--- src/rtl/spi_xfer_pkg.sv ---
// Shared types and constants for the byte-wide SPI master shift engine.
package spi_xfer_pkg;

  typedef enum logic [1:0] {IDLE, SHIFT, DONE} state_t;
  typedef enum logic {OWN_Z80, OWN_DMA} owner_t;

  localparam logic [7:0] SPI_IDLE_BYTE = 8'hFF;
  localparam logic [3:0] LAST_PHASE    = 4'd15;

endpackage

--- src/rtl/spi_xfer_phase_timer.sv ---
// Half-period divider and 16-step phase counter for one SPI byte.
module spi_phase_timer
  import spi_xfer_pkg::*;
#(
  parameter int DIV_W = 8
) (
  input  logic             clk,
  input  logic             rst_n,
  input  logic             start,
  input  logic             run,
  input  logic [DIV_W-1:0] div,
  output logic             phase_end,
  output logic [3:0]       phase,
  output logic             last
);

  logic [DIV_W-1:0] div_lat;
  logic [DIV_W-1:0] div_cnt;

  assign phase_end = run && (div_cnt == '0);
  assign last      = (phase == LAST_PHASE);

  // The divisor is captured on start so mid-transfer changes wait for the next byte.
  always_ff @(posedge clk) begin
    if (!rst_n) begin
      div_lat <= '0;
      div_cnt <= '0;
      phase   <= '0;
    end else if (start) begin
      div_lat <= div;
      div_cnt <= div;
      phase   <= '0;
    end else if (run) begin
      if (div_cnt == '0) begin
        div_cnt <= div_lat;
        if (!last)
          phase <= phase + 4'd1;
      end else begin
        div_cnt <= div_cnt - DIV_W'(1);
      end
    end
  end

endmodule

--- src/rtl/spi_xfer.sv ---
// SPI mode-0 MSB-first byte exchange engine shared by the Z80 data port and DMA channel.
module spi_xfer
  import spi_xfer_pkg::*;
#(
  parameter int DIV_W = 8
) (
  input  logic             clk,
  input  logic             rst_n,
  input  logic [DIV_W-1:0] cfg_div,
  input  logic             zwr_stb,
  input  logic             zrd_stb,
  input  logic [7:0]       zdata,
  output logic [7:0]       zrd_data,
  output logic             busy,
  input  logic             dma_req,
  input  logic [7:0]       dma_wrdata,
  output logic             dma_stb,
  output logic [7:0]       dma_rddata,
  output logic             sck,
  output logic             mosi,
  input  logic             miso
);

  state_t     state;
  state_t     state_nx;
  owner_t     owner;
  logic [7:0] tx_sh;
  logic [7:0] rx_sh;
  logic       accept;
  logic       phase_end;
  logic [3:0] phase;
  logic       last;

  assign accept = (state == IDLE) && (zwr_stb || zrd_stb || dma_req);

  spi_phase_timer #(.DIV_W(DIV_W)) u_timer (
    .clk       (clk),
    .rst_n     (rst_n),
    .start     (accept),
    .run       (state == SHIFT),
    .div       (cfg_div),
    .phase_end (phase_end),
    .phase     (phase),
    .last      (last)
  );

  always_ff @(posedge clk) begin
    if (!rst_n)
      state <= IDLE;
    else
      state <= state_nx;
  end

  always_comb begin
    state_nx = state;
    case (state)
      IDLE:    if (accept) state_nx = SHIFT;
      SHIFT:   if (phase_end && last) state_nx = DONE;
      DONE:    state_nx = IDLE;
      default: state_nx = IDLE;
    endcase
  end

  // Receive byte is complete after phase 14, so it is published on the edge entering DONE.
  always_ff @(posedge clk) begin
    if (!rst_n) begin
      tx_sh      <= SPI_IDLE_BYTE;
      rx_sh      <= '0;
      owner      <= OWN_Z80;
      zrd_data   <= SPI_IDLE_BYTE;
      dma_rddata <= '0;
    end else if (accept) begin
      if (zwr_stb) begin
        tx_sh <= zdata;
        owner <= OWN_Z80;
      end else if (zrd_stb) begin
        tx_sh <= SPI_IDLE_BYTE;
        owner <= OWN_Z80;
      end else begin
        tx_sh <= dma_wrdata;
        owner <= OWN_DMA;
      end
    end else if (state == SHIFT && phase_end) begin
      if (!phase[0]) begin
        rx_sh <= {rx_sh[6:0], miso};
      end else if (!last) begin
        tx_sh <= {tx_sh[6:0], 1'b1};
      end else if (owner == OWN_DMA) begin
        dma_rddata <= rx_sh;
      end else begin
        zrd_data <= rx_sh;
      end
    end
  end

  always_comb begin
    sck     = 1'b0;
    mosi    = 1'b1;
    dma_stb = 1'b0;
    busy    = (state != IDLE);
    case (state)
      SHIFT: begin
        sck  = phase[0];
        mosi = tx_sh[7];
      end
      DONE:    dma_stb = (owner == OWN_DMA);
      default: ;
    endcase
  end

endmodule

--- config.mk ---
export PLATFORM = sky130hd
export DESIGN_NAME = spi_xfer
export DESIGN_NICKNAME = d
export VERILOG_FILES = /design/src/rtl/spi_xfer_pkg.sv /design/src/rtl/spi_xfer_phase_timer.sv /design/src/rtl/spi_xfer.sv
export SDC_FILE = /design/constraint.sdc
export NUM_CORES = 1
export LEC_CHECK = 0
export BUFFER_PORTS_ARGS = -buffer_cell sky130_fd_sc_hd__buf_2
export CAP_MARGIN = 20
export CORE_MARGIN = 10
export CORE_UTILIZATION = 59
export CTS_CLUSTER_DIAMETER = 60
export DETAILED_ROUTE_END_ITERATION = 8
export PLACE_DENSITY = 0.83
export SLEW_MARGIN = 20
export SYNTH_ARGS = -nofsm -noshare
export SYNTH_HDL_FRONTEND = slang
export SYNTH_HIERARCHICAL = 1
export SYNTH_SLANG_ARGS = --single-unit
--- constraint.sdc ---
create_clock -name clk -period 6.1 [get_ports clk]
set_input_delay 1.22 -clock clk [delete_from_list [all_inputs] [get_ports clk]]
set_output_delay 1.22 -clock clk [all_outputs]
set_load 0.03 [all_outputs]
==> impl_table.tex, run 1 <==
\begin{tabular}{lr}
\hline
Metric & Value \\
\hline
\multicolumn{2}{l}{\textbf{Outcome}} \\
\quad Status & finished clean \\
\multicolumn{2}{l}{\textbf{Pwr}} \\
\quad NetSw & 0.206 mW \\
\quad Int Power & 0.511 mW \\
\quad Power per cell area & 248 nW/um\^{}2 \\
\quad Switching share of power & 28.8\% \\
\quad Part of the power in combinational logic & 15.8\% \\
\quad Sequential share of power & 54.4\% \\
\quad Largest voltage drop on the vdd net & 155 uV \\
\quad Leak & 1.28 nW \\
\quad Power share of the clock group & 29.8\% \\
\multicolumn{2}{l}{\textbf{Floorplanning}} \\
\quad Initial standard-cell utilization of the core & 60.4\% \\
\quad Row Count & 24 \\
\quad Overall die area & 7490 um\^{}2 \\
\quad Die Span X & 86.6 um \\
\quad Height of the die & 86.6 um \\
\quad Core area & 4320 um\^{}2 \\
\quad Ports placed on the boundary & 50 \\
\multicolumn{2}{l}{\textbf{Global route}} \\
\quad Overflow left after global routing & 0 \\
\quad Largest net degree at the start of global routing & 62 \\
\quad Vias in the first global route & 2010 \\
\quad First-pass GRT wire length & 9070 um \\
\quad Overall track demand over capacity in global routing & 14.4\% \\
\quad Initial antenna violation count & 0 \\
\multicolumn{2}{l}{\textbf{CTS}} \\
\quad Number of instances resized during post-cts repair & 0 \\
\quad Count of hold-fix buffers inserted at cts & 0 \\
\quad Clock buffer count from CTS & 5 \\
\quad Worst skew pair latency & 320 ps \\
\quad Number of H-tree levels & 2 \\
\quad CTS tree & built \\
\quad Clock sink count & 55 \\
\quad Post-CTS Setup Repair Bufs & 0 \\
\quad Worst-case clock buffer depth & 2 \\
\quad Clock root buffer & sky130\_fd\_sc\_hd\_\_clkbuf\_8 \\
\quad Clock-pin slew on the worst setup and hold paths & 100 ps \\
\multicolumn{2}{l}{\textbf{Setup path}} \\
\quad Data arrival, critical path & 3130 ps \\
\quad Startpoint types & register \\
\quad Startpoint-to-endpoint class of the critical path & reg -> reg \\
\quad Worst flop-to-flop path startpoint & u\_timer/div\_cnt[0] \\
\quad Kind of end point of the critical path & register \\
\quad Data required time of the worst path & 6270 ps \\
\quad Peak fanout along the critical path & 9 \\
\quad Beginning of the critical path & u\_timer/div\_cnt[0] \\
\multicolumn{2}{l}{\textbf{Yosys}} \\
\quad Flip-flop and latch count after synthesis & 55 \\
\quad Fraction of synthesis flops using an asynchronous set or reset pin & 0\% \\
\quad Most area-consuming cells after synthesis & sky130\_fd\_sc\_hd\_\_dfxtp\_1 (42\%), sky130\_fd\_sc\_hd\_\_mux2i\_1 (9.2\%), sky130\_fd\_sc\_hd\_\_nand2\_1 (6.3\%) \\
\quad Syn Std Cell Area & 2610 um\^{}2 \\
\quad Mean Syn Cell Area & 9.14 um\^{}2 \\
\quad Area share of the largest cell type after synthesis & 42.1\% \\
\quad Synth Net Count & 319 \\
\quad Share of synthesized area occupied by flip-flops and latches & 42.1\% \\
\quad Total number of yosys warnings & 6 \\
\quad Distinct cell type count of the synthesized netlist & 55 \\
\quad Top FF cell, synth & sky130\_fd\_sc\_hd\_\_dfxtp\_1 \\
\quad Largest area contributor in the netlist & sky130\_fd\_sc\_hd\_\_dfxtp\_1 \\
\quad EDFF count, synth & 0 \\
\quad Synth Instances & 286 \\
\multicolumn{2}{l}{\textbf{Placed design}} \\
\quad Total of buffers placed on input and output ports & 49 \\
\quad Weighted congestion at the end of routability-driven global placement & 0.806 \\
\quad Worst setup slack after placement & 3120 ps \\
\quad Total half-perimeter wirelength after legalization and detailed placement & 3960 um \\
\multicolumn{2}{l}{\textbf{STA}} \\
\quad Maximum clock frequency & 338 MHz \\
\quad RSZ-0062 raised after global routing & no \\
\quad Final critical-path share of the clock period & 48.5\% \\
\quad Worst Max-Slew Pin Slew & 975 ps \\
\quad Final number of max-transition violations & 0 \\
\quad \# setup viols final & 0 \\
\quad Number of endpoints with negative hold slack in the final report & 0 \\
\quad Worst Clk Skew & 11.7 ps \\
\quad Worst hold slack & 460 ps \\
\quad Fin worst setup slack & 3140 ps \\
\quad Post-layout minimum cycle time & 2960 ps \\
\quad Setup TNS & 0 ps \\
\quad Relative slew slack & 35.0\% \\
\multicolumn{2}{l}{\textbf{Detailed routing}} \\
\quad Number of design rule violations left after detail routing & 0 \\
\quad Total detailed-routing wirelength & 5430 um \\
\quad Per-cell via count in the routed design & 5.66 \\
\quad Wire per inst & 14.5 um \\
\quad Antenna violation net count after detailed routing & 0 \\
\quad DRT Pass-1 Iters & 4 \\
\quad First DRT Iteration DRCs & 169 \\
\quad Routed via count & 2121 \\
\multicolumn{2}{l}{\textbf{Worst hold path}} \\
\quad Hold Path Origin & dma\_rddata[1] \\
\quad Class of the tightest hold or removal check & reg -> reg \\
\multicolumn{2}{l}{\textbf{Flow run}} \\
\quad Max-cap viol count & 0 \\
\multicolumn{2}{l}{\textbf{Cells and area}} \\
\quad Fraction of layout instances using a drive strength above 1 & 23.8\% \\
\quad Diodes inserted & 0 \\
\quad Area growth syn-to-layout & 10.7\% \\
\quad Net total in the final layout & 355 \\
\quad Finished Core Util & 66.9\% \\
\hline
\end{tabular}
## layout by cell type, fill, tap and decap left out, types with 4 or more instances in the layout
cell and instances:
sky130_fd_sc_hd__nor2_1 8, sky130_fd_sc_hd__nand3_1 7, sky130_fd_sc_hd__clkbuf_8 5, sky130_fd_sc_hd__dfxtp_1 55
sky130_fd_sc_hd__a21oi_1 7, sky130_fd_sc_hd__nor3_1 7, sky130_fd_sc_hd__a21boi_0 10, sky130_fd_sc_hd__and3_1 4
sky130_fd_sc_hd__o21ai_0 11, sky130_fd_sc_hd__nand2_1 44, sky130_fd_sc_hd__o221ai_1 6, sky130_fd_sc_hd__o21ai_2 9
sky130_fd_sc_hd__mux2i_1 24, sky130_fd_sc_hd__o211ai_1 10, sky130_fd_sc_hd__buf_2 49, sky130_fd_sc_hd__nor2b_1 10
sky130_fd_sc_hd__inv_1 6
## cells by family (layout without fill, tap and decap cells)
family / after synthesis / after routing / share of synthesized area [%]
buffers and inverters: 27 / 64 / 5.89
adders and majority gates: 3 / 3 / 1.44
DFF: 55 / 55 / 42.1
xor gates and xnor gates: 4 / 4 / 1.34
and+or+nand+nor: 107 / 107 / 21.7
AOI/OAI and AO/OA: 66 / 66 / 18.3
muxes: 24 / 24 / 9.19
## final cells by class
class / instances / area [um^2]
Sequential cell: 55 / 1100
Tap cell: 52 / 65.1
Fill cell: 367 / 1430
Clock buffer: 5 / 68.8
Clock inverter: 3 / 27.5
Multi-Input combinational cell: 204 / 1360
Timing Repair Buffer: 49 / 245
Inverter: 7 / 26.3
## power groups by stage
| stage | registers [mW] | logic [mW] | clock network, mW |
|---|---|---|---|
| after floorplan | 0.394 | 0.0924 | 0 |
| after global placement | 0.398 | 0.111 | 0 |
| after detailed placement | 0.398 | 0.113 | 0 |
| after CTS | 0.390 | 0.113 | 0.215 |
| after global routing | 0.393 | 0.129 | 0.231 |
| final | 0.390 | 0.114 | 0.214 |
## critical path, cell delays in order, from the launching register on
cell and delay, ps:
sky130_fd_sc_hd__dfxtp_1 380, sky130_fd_sc_hd__inv_1 100, sky130_fd_sc_hd__ha_1 200, sky130_fd_sc_hd__or3b_2 550
sky130_fd_sc_hd__nor3_1 380, sky130_fd_sc_hd__and3b_2 300, sky130_fd_sc_hd__nand4b_1 490, sky130_fd_sc_hd__mux2i_1 350
sky130_fd_sc_hd__nand2_1 70
## synth_stat cells, drive strengths merged, types with 8 or more instances
master,instances
a21boi,12
buf,10
nand2,44
clkbuf,10
nor2b,10
nor2,8
dfxtp,55
mux2i,24
nand3,9
o21ai,21
o211ai,11
## per-layer routing
layer	track usage [%]	part of all wire, %	routed length, um
met1	17.8	45	2460
met2	23.4	47	2560
met3	4.50	6.3	344
met4	4.12	1.1	57
met5	0	0	0
## per-stage QoR
| stage | total power, mW | area (um^2) | instances |
|---|---|---|---|
| 2_1_floorplan | 0.486 | 2610 | 286 |
| 3_3_place_gp | 0.508 | 2800 | 367 |
| 3_5_place_dp | 0.511 | 2800 | 367 |
| 4_1_cts | 0.719 | 2890 | 375 |
| 5_1_grt | 0.753 | 2890 | 375 |
| 6_report | 0.718 | 2890 | 375 |
## state kept, by name (all words and copies together) (netlist names)
| name | cells |
|---|---|
| dma_rddata | 8 |
| owner | 1 |
| rx_sh | 8 |
| state | 2 |
| tx_sh | 8 |
| u_timer/div_cnt | 8 |
| u_timer/div_lat | 8 |
| u_timer/phase | 4 |
| zrd_data | 8 |
## worst paths after layout
| kind | endpoint | slack [ps] | cells after the start |
|---|---|---|---|
| max | zrd_data[1] | 3140 | 8 |
| min | dma_rddata[1] | 460 | 2 |
| max reg2reg | zrd_data[1] | 3140 | 8 |
| min reg2reg | dma_rddata[1] | 460 | 2 |
No activity file was read; power rests on OpenSTA's default activity.
==> inputs of run 2 (changes only) <==
--- a/config.mk
+++ b/config.mk
@@ -5,13 +5,14 @@
 export SDC_FILE = /design/constraint.sdc
 export NUM_CORES = 1
 export LEC_CHECK = 0
+export ABC_AREA = 1
 export BUFFER_PORTS_ARGS = -buffer_cell sky130_fd_sc_hd__buf_2
 export CAP_MARGIN = 20
 export CORE_MARGIN = 10
-export CORE_UTILIZATION = 59
+export CORE_UTILIZATION = 50
 export CTS_CLUSTER_DIAMETER = 60
 export DETAILED_ROUTE_END_ITERATION = 8
-export PLACE_DENSITY = 0.83
+export PLACE_DENSITY = 0.75
 export SLEW_MARGIN = 20
 export SYNTH_ARGS = -nofsm -noshare
 export SYNTH_HDL_FRONTEND = slang
==> constraint.sdc (replaced) <==
create_clock -name clk -period 2.5 [get_ports clk]
set_input_delay 0.5 -clock clk [delete_from_list [all_inputs] [get_ports clk]]
set_output_delay 0.5 -clock clk [all_outputs]
set_load 0.03 [all_outputs]
==> impl_table.tex, run 2 <==
\begin{tabular}{lr}
\hline
Metric & Value \\
\hline
\multicolumn{2}{l}{\textbf{Outcome}} \\
\quad Status & finished clean (unchanged) \\
\multicolumn{2}{l}{\textbf{Global route}} \\
\quad First-pass GRT wire length & 10800 um (was 9070 um) \\
\quad Vias in the first global route & 2438 (was 2010) \\
\quad GR Util met2 & 23.5\% (was 23.4\%) \\
\quad Largest net degree at the start of global routing & 33 (was 62) \\
\quad Overall track demand over capacity in global routing & 14.5\% (was 14.4\%) \\
\quad GR Layer Usage met3 & 4.72\% (was 4.50\%) \\
\quad Met1 track demand over resource & 17.4\% (was 17.8\%) \\
\quad Layer with the highest usage after global routing & met2 (unchanged) \\
\quad Overflow left after global routing & 0 (unchanged) \\
\quad Initial antenna violation count & 0 (unchanged) \\
\multicolumn{2}{l}{\textbf{Setup path}} \\
\quad Peak fanout along the critical path & 15 (was 9) \\
\quad Worst-case register-to-register setup slack & 380 ps (was 3140 ps) \\
\quad Register-to-Register Path Depth & 11 (was 8) \\
\quad Kind of end point of the critical path & register (unchanged) \\
\quad Data arrival, critical path & 2310 ps (was 3130 ps) \\
\quad Startpoint-to-endpoint class of the critical path & reg -> reg (unchanged) \\
\quad Critical Path End & zrd\_data[4] (was zrd\_data[1]) \\
\quad R2r endpoint & zrd\_data[4] (was zrd\_data[1]) \\
\quad Data required time of the worst path & 2690 ps (was 6270 ps) \\
\quad Beginning of the critical path & u\_timer/div\_cnt[0] (unchanged) \\
\quad Worst flop-to-flop path startpoint & u\_timer/div\_cnt[0] (unchanged) \\
\quad Startpoint types & register (unchanged) \\
\multicolumn{2}{l}{\textbf{Cells and area}} \\
\quad Register Area & 1100 um\^{}2 (unchanged) \\
\quad Finished Core Util & 60.9\% (was 66.9\%) \\
\quad Multi-input logic area & 1330 um\^{}2 (was 1360 um\^{}2) \\
\quad Fraction of layout instances using a drive strength above 1 & 18.9\% (was 23.8\%) \\
\quad Highest-count cells in the layout ignoring fill and taps & sky130\_fd\_sc\_hd\_\_nand2\_1 (87), sky130\_fd\_sc\_hd\_\_inv\_1 (63), sky130\_fd\_sc\_hd\_\_dfxtp\_1 (55) (was sky130\_fd\_sc\_hd\_\_dfxtp\_1 (55), sky130\_fd\_sc\_hd\_\_buf\_2 (49), sky130\_fd\_sc\_hd\_\_nand2\_1 (44)) \\
\quad Net total in the final layout & 486 (was 355) \\
\quad Non-filler cells, final & 524 (was 375) \\
\quad Filler Cells Inserted & 520 (was 367) \\
\quad Diodes inserted & 0 (unchanged) \\
\quad Most common library cell in the layout ignoring fill and taps & sky130\_fd\_sc\_hd\_\_nand2\_1 (was sky130\_fd\_sc\_hd\_\_dfxtp\_1) \\
\quad Area growth syn-to-layout & 15.3\% (was 10.7\%) \\
\multicolumn{2}{l}{\textbf{Floorplanning}} \\
\quad Core area & 5200 um\^{}2 (was 4320 um\^{}2) \\
\quad Initial standard-cell utilization of the core & 52.8\% (was 60.4\%) \\
\quad Row Count & 26 (was 24) \\
\quad Height of the die & 94.1 um (was 86.6 um) \\
\quad Overall die area & 8860 um\^{}2 (was 7490 um\^{}2) \\
\quad Die Span X & 94.1 um (was 86.6 um) \\
\quad Ports placed on the boundary & 50 (unchanged) \\
\multicolumn{2}{l}{\textbf{Detailed routing}} \\
\quad First DRT Iteration DRCs & 134 (was 169) \\
\quad Number of design rule violations left after detail routing & 0 (unchanged) \\
\quad DRT Pass-1 Iters & 4 (unchanged) \\
\quad Per-cell via count in the routed design & 4.93 (was 5.66) \\
\quad Antenna violation net count after detailed routing & 0 (unchanged) \\
\quad Routed via count & 2584 (was 2121) \\
\quad Wire per inst & 11.8 um (was 14.5 um) \\
\quad Total detailed-routing wirelength & 6180 um (was 5430 um) \\
\multicolumn{2}{l}{\textbf{Yosys}} \\
\quad Cell types with the highest counts after synthesis & sky130\_fd\_sc\_hd\_\_nand2\_1 (87), sky130\_fd\_sc\_hd\_\_inv\_1 (63), sky130\_fd\_sc\_hd\_\_dfxtp\_1 (55), sky130\_fd\_sc\_hd\_\_nand3\_1 (49), sky130\_fd\_sc\_hd\_\_a21oi\_1 (36) (was sky130\_fd\_sc\_hd\_\_dfxtp\_1 (55), sky130\_fd\_sc\_hd\_\_nand2\_1 (44), sky130\_fd\_sc\_hd\_\_mux2i\_1 (24), sky130\_fd\_sc\_hd\_\_o21ai\_0 (11)) \\
\quad EDFF count, synth & 0 (unchanged) \\
\quad Largest area contributor in the netlist & sky130\_fd\_sc\_hd\_\_dfxtp\_1 (unchanged) \\
\quad Area share of the largest cell type after synthesis & 40.1\% (was 42.1\%) \\
\quad Dominant cell by count in the synthesized netlist & sky130\_fd\_sc\_hd\_\_nand2\_1 (was sky130\_fd\_sc\_hd\_\_dfxtp\_1) \\
\quad Syn Std Cell Area & 2750 um\^{}2 (was 2610 um\^{}2) \\
\quad Top FF cell, synth & sky130\_fd\_sc\_hd\_\_dfxtp\_1 (unchanged) \\
\quad Mean Syn Cell Area & 6.80 um\^{}2 (was 9.14 um\^{}2) \\
\quad Synth Instances & 404 (was 286) \\
\quad Share of synthesized area occupied by flip-flops and latches & 40.1\% (was 42.1\%) \\
\quad Flip-flop and latch count after synthesis & 55 (unchanged) \\
\quad Distinct cell type count of the synthesized netlist & 28 (was 55) \\
\quad Fraction of synthesis flops using an asynchronous set or reset pin & 0\% (unchanged) \\
\quad Synth Net Count & 437 (was 319) \\
\quad Most area-consuming cells after synthesis & sky130\_fd\_sc\_hd\_\_dfxtp\_1 (40\%), sky130\_fd\_sc\_hd\_\_nand2\_1 (12\%), sky130\_fd\_sc\_hd\_\_nand3\_1 (8.9\%) (was sky130\_fd\_sc\_hd\_\_dfxtp\_1 (42\%), sky130\_fd\_sc\_hd\_\_mux2i\_1 (9.2\%), sky130\_fd\_sc\_hd\_\_nand2\_1 (6.3\%)) \\
\quad Total number of yosys warnings & 6 (unchanged) \\
\multicolumn{2}{l}{\textbf{STA}} \\
\quad Number of endpoints with negative hold slack in the final report & 0 (unchanged) \\
\quad RSZ-0062 raised after global routing & no (unchanged) \\
\quad Final critical-path share of the clock period & 84.8\% (was 48.5\%) \\
\quad Final number of max-transition violations & 0 (unchanged) \\
\quad Setup TNS & 0 ps (unchanged) \\
\quad \# setup viols final & 0 (unchanged) \\
\quad Fin worst setup slack & 379 ps (was 3140 ps) \\
\quad Post-layout minimum cycle time & 2120 ps (was 2960 ps) \\
\quad Worst Max-Slew Pin Slew & 401 ps (was 975 ps) \\
\quad Worst Clk Skew & 7.16 ps (was 11.7 ps) \\
\quad Relative slew slack & 73.2\% (was 35.0\%) \\
\quad Maximum clock frequency & 471 MHz (was 338 MHz) \\
\quad Worst hold slack & 435 ps (was 460 ps) \\
\multicolumn{2}{l}{\textbf{CTS}} \\
\quad Clock buffer count from CTS & 5 (unchanged) \\
\quad Number of instances resized during post-cts repair & 0 (unchanged) \\
\quad Clock sink count & 55 (unchanged) \\
\quad CTS tree & built (unchanged) \\
\quad Worst-case clock buffer depth & 2 (unchanged) \\
\quad Number of H-tree levels & 2 (unchanged) \\
\quad Clock root buffer & sky130\_fd\_sc\_hd\_\_clkbuf\_8 (unchanged) \\
\quad Count of hold-fix buffers inserted at cts & 0 (unchanged) \\
\quad Clock-pin slew on the worst setup and hold paths & 100 ps (about the same) \\
\quad Worst skew pair latency & 310 ps (was 320 ps) \\
\quad Post-CTS Setup Repair Bufs & 0 (unchanged) \\
\multicolumn{2}{l}{\textbf{Worst hold path}} \\
\quad Class of the tightest hold or removal check & in -> reg (was reg -> reg) \\
\multicolumn{2}{l}{\textbf{Pwr}} \\
\quad Power per cell area & 625 nW/um\^{}2 (was 248 nW/um\^{}2) \\
\quad Largest voltage drop on the vdd net & 349 uV (was 155 uV) \\
\quad Leak & 1.55 nW (was 1.28 nW) \\
\multicolumn{2}{l}{\textbf{Placed design}} \\
\quad Total of buffers placed on input and output ports & 49 (unchanged) \\
\quad Weighted congestion at the end of routability-driven global placement & 0.840 (was 0.806) \\
\quad Placed insts & 516 (was 367) \\
\quad Total half-perimeter wirelength after legalization and detailed placement & 4690 um (was 3960 um) \\
\quad Worst setup slack after placement & 393 ps (was 3120 ps) \\
\multicolumn{2}{l}{\textbf{Flow run}} \\
\quad Max-cap viol count & 0 (unchanged) \\
\hline
\end{tabular}
[run 2: routing by layer]
layer | wire length [um] | share of wire, %
met5 | 0 | 0
met3 | 446 | 7.2
met1 | 2850 | 46
met4 | 81 | 1.3
met2 | 2810 | 45
[run 2: cell type report]
cell class	count	share of cell area (%)
clock buffer	6	2.60
inverter	68	8.05
tap	70	2.76
clock inverter	2	1.10
timing repair buffer	53	8.68
multi-input combinational	270	42.1
sequential	55	34.7
[run 2: logic make-up (layout without fill, tap and decap cells)]
kind of cell | count (synthesis) | after routing | share of synthesized area, %
buf+inv | 79 | 129 | 11.4
flops | 55 | 55 | 40.1
fa+ha+maj | 3 | 3 | 1.37
simple gates | 191 | 191 | 32.9
compound gates | 75 | 75 | 13.9
xor+xnor | 1 | 1 | 0.319
[run 2: worst max-delay path, stage by stage (launching register included)]
cell	delay [ps]
sky130_fd_sc_hd__dfxtp_1	340
sky130_fd_sc_hd__inv_1	120
sky130_fd_sc_hd__ha_1	180
sky130_fd_sc_hd__nand2_2	90
sky130_fd_sc_hd__nor2_8	250
sky130_fd_sc_hd__nand2_1	90
sky130_fd_sc_hd__clkinv_1	110
sky130_fd_sc_hd__nand2_2	100
sky130_fd_sc_hd__nor3_4	360
sky130_fd_sc_hd__nand2_2	190
sky130_fd_sc_hd__nand2_1	100
sky130_fd_sc_hd__nand3_1	70
[run 2: how the worst min path moves through the flow]
stage | startpoint | cells past startpoint | slack [ps] | to
finish | cfg_div[6] | 3 | 430 | u_timer/div_lat[6]
floorplan | rx_sh[7] | 2 | 430 | zrd_data[7]
global placement | rx_sh[7] | 2 | 440 | zrd_data[7]
detailed placement | rx_sh[7] | 2 | 450 | zrd_data[7]
global route | cfg_div[6] | 3 | 440 | u_timer/div_lat[6]
CTS | cfg_div[6] | 3 | 420 | u_timer/div_lat[6]
[run 2: power by group]
| part | internal [mW] | switching, mW |
|---|---|---|
| clock network | 0.324 | 0.283 |
| registers | 0.926 | 0.0421 |
| logic | 0.148 | 0.258 |
| total | 1.40 | 0.584 |
[run 2: per-stage QoR]
stage	total power, mW	instance area [um^2]
detailed placement	1.39	3050
global route	2.11	3170
floorplan	1.30	2750
global placement	1.39	3050
CTS	2.00	3170
finish	1.98	3170
